## config.mk

```make
export PLATFORM = sky130hd
export DESIGN_NAME = register_read_sequencer
export DESIGN_NICKNAME = d
export VERILOG_FILES = /design/src/rtl/register_read_sequencer.sv
export SDC_FILE = /design/constraint.sdc
export NUM_CORES = 1
export LEC_CHECK = 0
export BUFFER_PORTS_ARGS = -buffer_cell sky130_fd_sc_hd__buf_2
export CORE_AREA = 3 3 163 165
export CTS_CLUSTER_DIAMETER = 120
export DETAILED_ROUTE_END_ITERATION = 8
export DIE_AREA = 0 0 166 168
export PLACE_DENSITY_LB_ADDON = 0.15
export SLEW_MARGIN = 20
export SYNTH_ARGS = -nofsm -noshare
export SYNTH_HDL_FRONTEND = slang
export SYNTH_SLANG_ARGS = --single-unit
```

## constraint.sdc

```tcl
create_clock -name clk -period 2.39 [get_ports clk]
set_clock_uncertainty 0.05 [all_clocks]
set_input_delay 0.1195 -clock clk [delete_from_list [all_inputs] [get_ports clk]]
set_output_delay 0.1195 -clock clk [all_outputs]
set_load 0.02 [all_outputs]
```

## src/rtl/register_read_sequencer.sv

```systemverilog
// ----------------------------------------------------------------------------
// register_read_sequencer
//
// Walks a register bank: on Start it latches a first index and a length, then
// presents one register per beat on a valid/ready handshake. The index steps
// by one per transfer and wraps from NUM_REGS-1 back to 0. The sequence ends
// with a single Done pulse.
//
// Ports
//   clk        system clock, all state changes on its rising edge
//   rst        synchronous, active-high reset
//   RegBank    flattened bank, register i at bits [i*N +: N]
//   Start      request to begin a read sequence (honoured only while idle)
//   StartAddr  first register index to read
//   Count      number of registers to read (clamped to NUM_REGS)
//   ReadReady  consumer accepts the current beat
//   ReadValid  ReadData/ReadAddr hold a valid beat
//   ReadData   register value of the current beat
//   ReadAddr   register index of the current beat
//   Busy       sequence in progress, Start ignored
//   Done       one-cycle pulse at the end of a sequence
// ----------------------------------------------------------------------------
module register_read_sequencer #(
  parameter int N        = 24,
  parameter int NUM_REGS = 16,
  parameter int ADDR_W   = 4
) (
  input  logic                  clk,
  input  logic                  rst,
  input  logic [NUM_REGS*N-1:0] RegBank,
  input  logic                  Start,
  input  logic [ADDR_W-1:0]     StartAddr,
  input  logic [ADDR_W:0]       Count,
  input  logic                  ReadReady,
  output logic                  ReadValid,
  output logic [N-1:0]          ReadData,
  output logic [ADDR_W-1:0]     ReadAddr,
  output logic                  Busy,
  output logic                  Done
);

  typedef enum logic [1:0] {
    IDLE = 2'd0,
    READ = 2'd1,
    DONE = 2'd2
  } state_t;

  localparam logic [ADDR_W:0]   LEN_ONE  = (ADDR_W+1)'(1);
  localparam logic [ADDR_W:0]   LEN_MAX  = (ADDR_W+1)'(NUM_REGS);
  localparam logic [ADDR_W-1:0] LAST_IDX = ADDR_W'(NUM_REGS - 1);

  state_t            state;
  state_t            next_state;
  logic [ADDR_W:0]   remaining;   // beats left including the one on display
  logic [ADDR_W:0]   start_len;
  logic [ADDR_W-1:0] next_addr;
  logic              start_ok;
  logic              fire;
  logic              valid_d;
  logic              busy_d;
  logic              done_d;

  assign start_ok  = (state == IDLE) && Start && (Count != '0);
  // ReadValid is high exactly when the FSM sits in READ.
  assign fire      = (state == READ) && ReadReady;
  assign start_len = (Count > LEN_MAX) ? LEN_MAX : Count;
  // Explicit wrap so a non-power-of-two bank still cycles back to 0.
  assign next_addr = (ReadAddr == LAST_IDX) ? '0 : ReadAddr + ADDR_W'(1);

  // State register plus the registered status outputs.
  // NOTE: sequential state is written with <= so every flop samples the
  // pre-edge values; blocking assignments here would create order races.
  always_ff @(posedge clk) begin
    if (rst) begin
      state     <= IDLE;
      ReadValid <= 1'b0;
      Busy      <= 1'b0;
      Done      <= 1'b0;
    end else begin
      state     <= next_state;
      ReadValid <= valid_d;
      Busy      <= busy_d;
      Done      <= done_d;
    end
  end

  // Next-state logic.
  // NOTE: the default assignment first means every path drives next_state,
  // so no latch can be inferred.
  always_comb begin
    next_state = state;
    unique case (state)
      IDLE: if (Start) next_state = (Count == '0) ? DONE : READ;
      READ: if (ReadReady && remaining <= LEN_ONE) next_state = DONE;
      DONE: next_state = IDLE;
      default: next_state = IDLE;
    endcase
  end

  // Output decode from the upcoming state, so the status flops line up with
  // the state they describe.
  always_comb begin
    valid_d = (next_state == READ);
    busy_d  = (next_state != IDLE);
    done_d  = (next_state == DONE);
  end

  // Beat datapath. The bank is sampled only when a beat is loaded, so a
  // stalled beat stays stable while the bank changes underneath it.
  always_ff @(posedge clk) begin
    if (rst) begin
      ReadData  <= '0;
      ReadAddr  <= '0;
      remaining <= '0;
    end else if (start_ok) begin
      ReadAddr  <= StartAddr;
      ReadData  <= RegBank[int'(StartAddr)*N +: N];
      remaining <= start_len;
    end else if (fire) begin
      if (remaining > LEN_ONE) begin
        ReadAddr  <= next_addr;
        ReadData  <= RegBank[int'(next_addr)*N +: N];
        remaining <= remaining - LEN_ONE;
      end else begin
        remaining <= '0;
      end
    end
  end

endmodule

```

==> impl_results.md <==
* Result of the run: finished, final reports clean
* Die Span Y at 168 um
* Synthesized-area fraction occupied by and/or/nand/nor cells at 29.7%
* Overall die area at 27900 sq um
* Core region area at 25200 sq um
* Power density normalized to cell area at 588 nW/um^2
* Effective utilization at floorplan at 22.3%
* Leakage power at 3.98 nW
* Max_cap viols at 0
* R2R Path Start: state[1]
* Placed cell area at 8520 sq um
* Num Clock Sinks at 38
* Achievable Freq at 431 MHz
* Maximum VDD drop at 0.000278 V
* Remaining antenna violation count after routing at 0
* Slowest CP cell: sky130_fd_sc_hd__or3b_4
* Most common cell after layout, fill and taps aside: sky130_fd_sc_hd__buf_2
* Last weighted congestion value of the routability-driven placer at 0.911
* Xor-xnor portion of the synthesized cell area at 0.312%
* Number of hold buffers added after cts at 0
* Worst setup SP type: flop
* Vias per std cell at 5.45
* Register bit count reported by yosys at 38
* Cell Chain, Critical Path: or3b_4, a22oi_4, buf_6, buf_12, nand3_1, a311oi_2, nand4_1, o221ai_2
* Width of the die at 166 um
* Number of top-level pins at 428
* Worst setup path category: flop to flop
* Mux cell area share after synthesis at 9.74%
* Routed vias at 8370
* Residual overflow from global routing at 0
* Measured slew at the worst slew-check pin at 0.815 ns
* Cell count after synthesis at 792
* Maximum level of the CTS H-tree at 2
* Final period utilization at 97.0%
* Fin crit period at 2.32 ns
* Reg-to-reg setup timing slack at 0.07 ns
* Clock transition at the registers of the reported paths at 0.06 ns
* Share of the synthesized area in compound gates (AO/OA/AOI/OAI) at 37.9%
* Count of buffers from port buffering at 427
* Area of the mapped netlist at 5620 sq um
* Switching power share of the total at 47.3%
* Hold Crit Start: Count[1]
* CP Data Arrival Time at 2.49 ns
* Net count reported at finish at 1600
* GRT Util Overall at 23.7%
* Post-layout total power at 5.22 mW
* Clk network pwr share at 15.6%
* Layout cells sized above 1 at 46.1%
* Starting DRT DRC Count at 532
* Final instance area at 8870 sq um
* WL final at 35.6 mm
* Main combinational cell family by area after synthesis: compound AO/OA/AOI/OAI gates
* Number of search-and-repair iterations in the first detailed-routing pass at 5
* Critical-path maximum fanout at 23
* Routed WL per cell at 23.2 um
* Dpl hpwl at 28.3 mm
* Worst endpoint required time at 2.56 ns
* Slowest stage delay, CP at 0.45 ns
* Number of endpoints failing setup at the final stage at 0
* Non-filler instance count after layout at 1535
* Post-synthesis sequential area ratio at 13.5%
* Bufs on Longest Clock Path at 2
* Area delta synth->final at 58.0%
* Switching Power at 2.47 mW
* Final number of hold-violating endpoints at 0
* Via count of the first global-routing pass at 8228
* Distinct cell type count of the synthesized netlist at 56
* Final count of pins violating max slew at 0
* Synth warn at 0
* Class of the tightest hold or removal check: primary input to flop
* Endpoint of the worst-slack reg-to-reg timing path: ReadData[10]
* Pin count of the biggest net entering global routing at 57
* Worst-Skew Late Latency at 0.30 ns
* Number of logic stages on the critical path including buffering at 8
* Endpoint type of the worst setup path: flop
* Fraction of power consumed by sequential logic at 17.2%
* Hold-critical path depth at 3
* Total instance count after detailed placement at 1516
* Root buffer selected by CTS: sky130_fd_sc_hd__clkbuf_16
* Net Count, Synth at 1192
* Fraction of registers with async set/reset at 0%
* Total CTS buffers at 5
* Top delay family on crit path: simple AND/OR/NAND/NOR gates
* Number of antenna violations at the first check in global routing at 4
* Leading cell types in the layout, fill and taps excluded: sky130_fd_sc_hd__buf_2 (427), sky130_fd_sc_hd__nand3_1 (172), sky130_fd_sc_hd__o21ai_0 (98)
* Terminating pin of the worst hold path: remaining[1]
* CP Buf/Inv Count at 2
* Most used DFF post-synth: sky130_fd_sc_hd__dfxtp_1
* Combinational power share at 67.2%
* Arithmetic-cell share of the synthesized area counting full adders, half adders and majority gates at 0.668%
* Layout Utilization at 35.2%
* Worst-case reg-to-reg path depth at 8
* Number of enable-type register cells in the synthesized netlist at 0
* Rows at 58
* TritonCTS clock tree: yes
* Normalized max-slew margin at 45.2%
* Avg Cell Area, Syn at 7.09 sq um
* Internal power at 2.75 mW
* Global-route wire length before repair at 51.4 mm
* Post-route DRC violation count at 0
stage by stage:
stage / hold WS, ns / setup WS [ns] / TNS [ns]
global route: 0.113 / -0.00600 / -0.0115
floorplan: 0.142 / 0.0308 / 0
finish: 0.103 / 0.0709 / 0
detailed placement: 0.415 / -0.140 / -0.336
CTS: 0.0943 / -0.0122 / -0.0122
global placement: 0.404 / -0.0572 / -0.133
power groups by stage:
stage / logic (mW) / clock network, mW / registers, mW
after floorplan: 1.79 / 0 / 1.07
after global placement: 3.39 / 0 / 0.909
after detailed placement: 3.40 / 0 / 0.904
after CTS: 3.43 / 0.837 / 0.894
after global routing: 3.77 / 0.852 / 0.916
final: 3.51 / 0.811 / 0.898
worst register-to-register path: cells and delay by family (launching register included):
family,cells,cell delay [ns]
buffers and inverters,2,0.34
AOI/OAI and AO/OA,3,0.73
DFF,1,0.31
and+or+nand+nor,3,0.82
metal layers:
| metal | track usage [%] | share of wire [%] | up-vias |
|---|---|---|---|
| li1 | - | - | 3966 |
| met1 | 33.2 | 44 | 3971 |
| met2 | 39.0 | 48 | 406 |
| met3 | 3.62 | 6.9 | 27 |
| met4 | 4.23 | 1.1 | 0 |
| met5 | 0 | 0 | - |
worst max path at each step:
stage | start | endpoint | slack, ns
floorplan | ReadAddr[0] | ReadData[3] | 0.03
CTS | state[0] | ReadData[10] | -0.01
global route | ReadAddr[1] | ReadData[14] | -0.006
finish | state[1] | ReadData[10] | 0.07
global placement | ReadAddr[0] | ReadData[10] | -0.06
detailed placement | ReadAddr[0] | ReadData[10] | -0.14
repair_timing:
item,CTS,global route
setup endpoints to repair,6,23
buffers inserted,2,3
gates resized for setup,3,10
pin swaps,1,10
gates cloned,0,2
hold endpoints to repair,0,0
synth_stat cells, types with 5 or more instances:
library cell,instances,area [sq um]
sky130_fd_sc_hd__nand3_1,172,861
sky130_fd_sc_hd__o21ai_0,98,490
sky130_fd_sc_hd__nand2_1,63,236
sky130_fd_sc_hd__mux2i_1,51,510
sky130_fd_sc_hd__clkbuf_1,48,180
sky130_fd_sc_hd__dfxtp_1,38,761
sky130_fd_sc_hd__buf_2,36,180
sky130_fd_sc_hd__a211oi_1,28,210
sky130_fd_sc_hd__a311oi_1,26,228
sky130_fd_sc_hd__and3_1,26,163
sky130_fd_sc_hd__o31ai_1,26,195
sky130_fd_sc_hd__a311o_1,25,250
sky130_fd_sc_hd__nand4_1,24,150
sky130_fd_sc_hd__a221o_1,23,230
sky130_fd_sc_hd__o221ai_2,18,270
sky130_fd_sc_hd__nor2_1,17,63.8
sky130_fd_sc_hd__buf_4,6,45.0
sky130_fd_sc_hd__a21oi_1,5,25.0
sky130_fd_sc_hd__inv_1,5,18.8
sky130_fd_sc_hd__o221ai_1,5,43.8
flip-flops by register name, summed over array words and instances (netlist names):
register	flops
Done	1
Busy	1
ReadData	24
remaining	5
ReadAddr	4
ReadValid	1
state	2
area by class of cell:
cell class | instances | area, sq um
diodes | 4 | 10.0
multi-input cells | 656 | 4550
repair buffers | 494 | 2950
inverters | 5 | 18.8
clock buffers | 6 | 129
clock inverters | 2 | 37.5
well taps | 330 | 413
flip-flops and latches | 38 | 761
fillers | 2783 | 16300
kinds of logic (layout without fill, tap and decap cells):
family / count (synthesis) / after routing
muxes: 54 / 54
AOI/OAI and AO/OA: 274 / 274
other: 0 / 4
DFF: 38 / 38
adders and majority gates: 3 / 3
buffers and inverters: 98 / 507
and+or+nand+nor: 323 / 323
xor gates and xnor gates: 2 / 2
(Power assumes the default switching activity.)
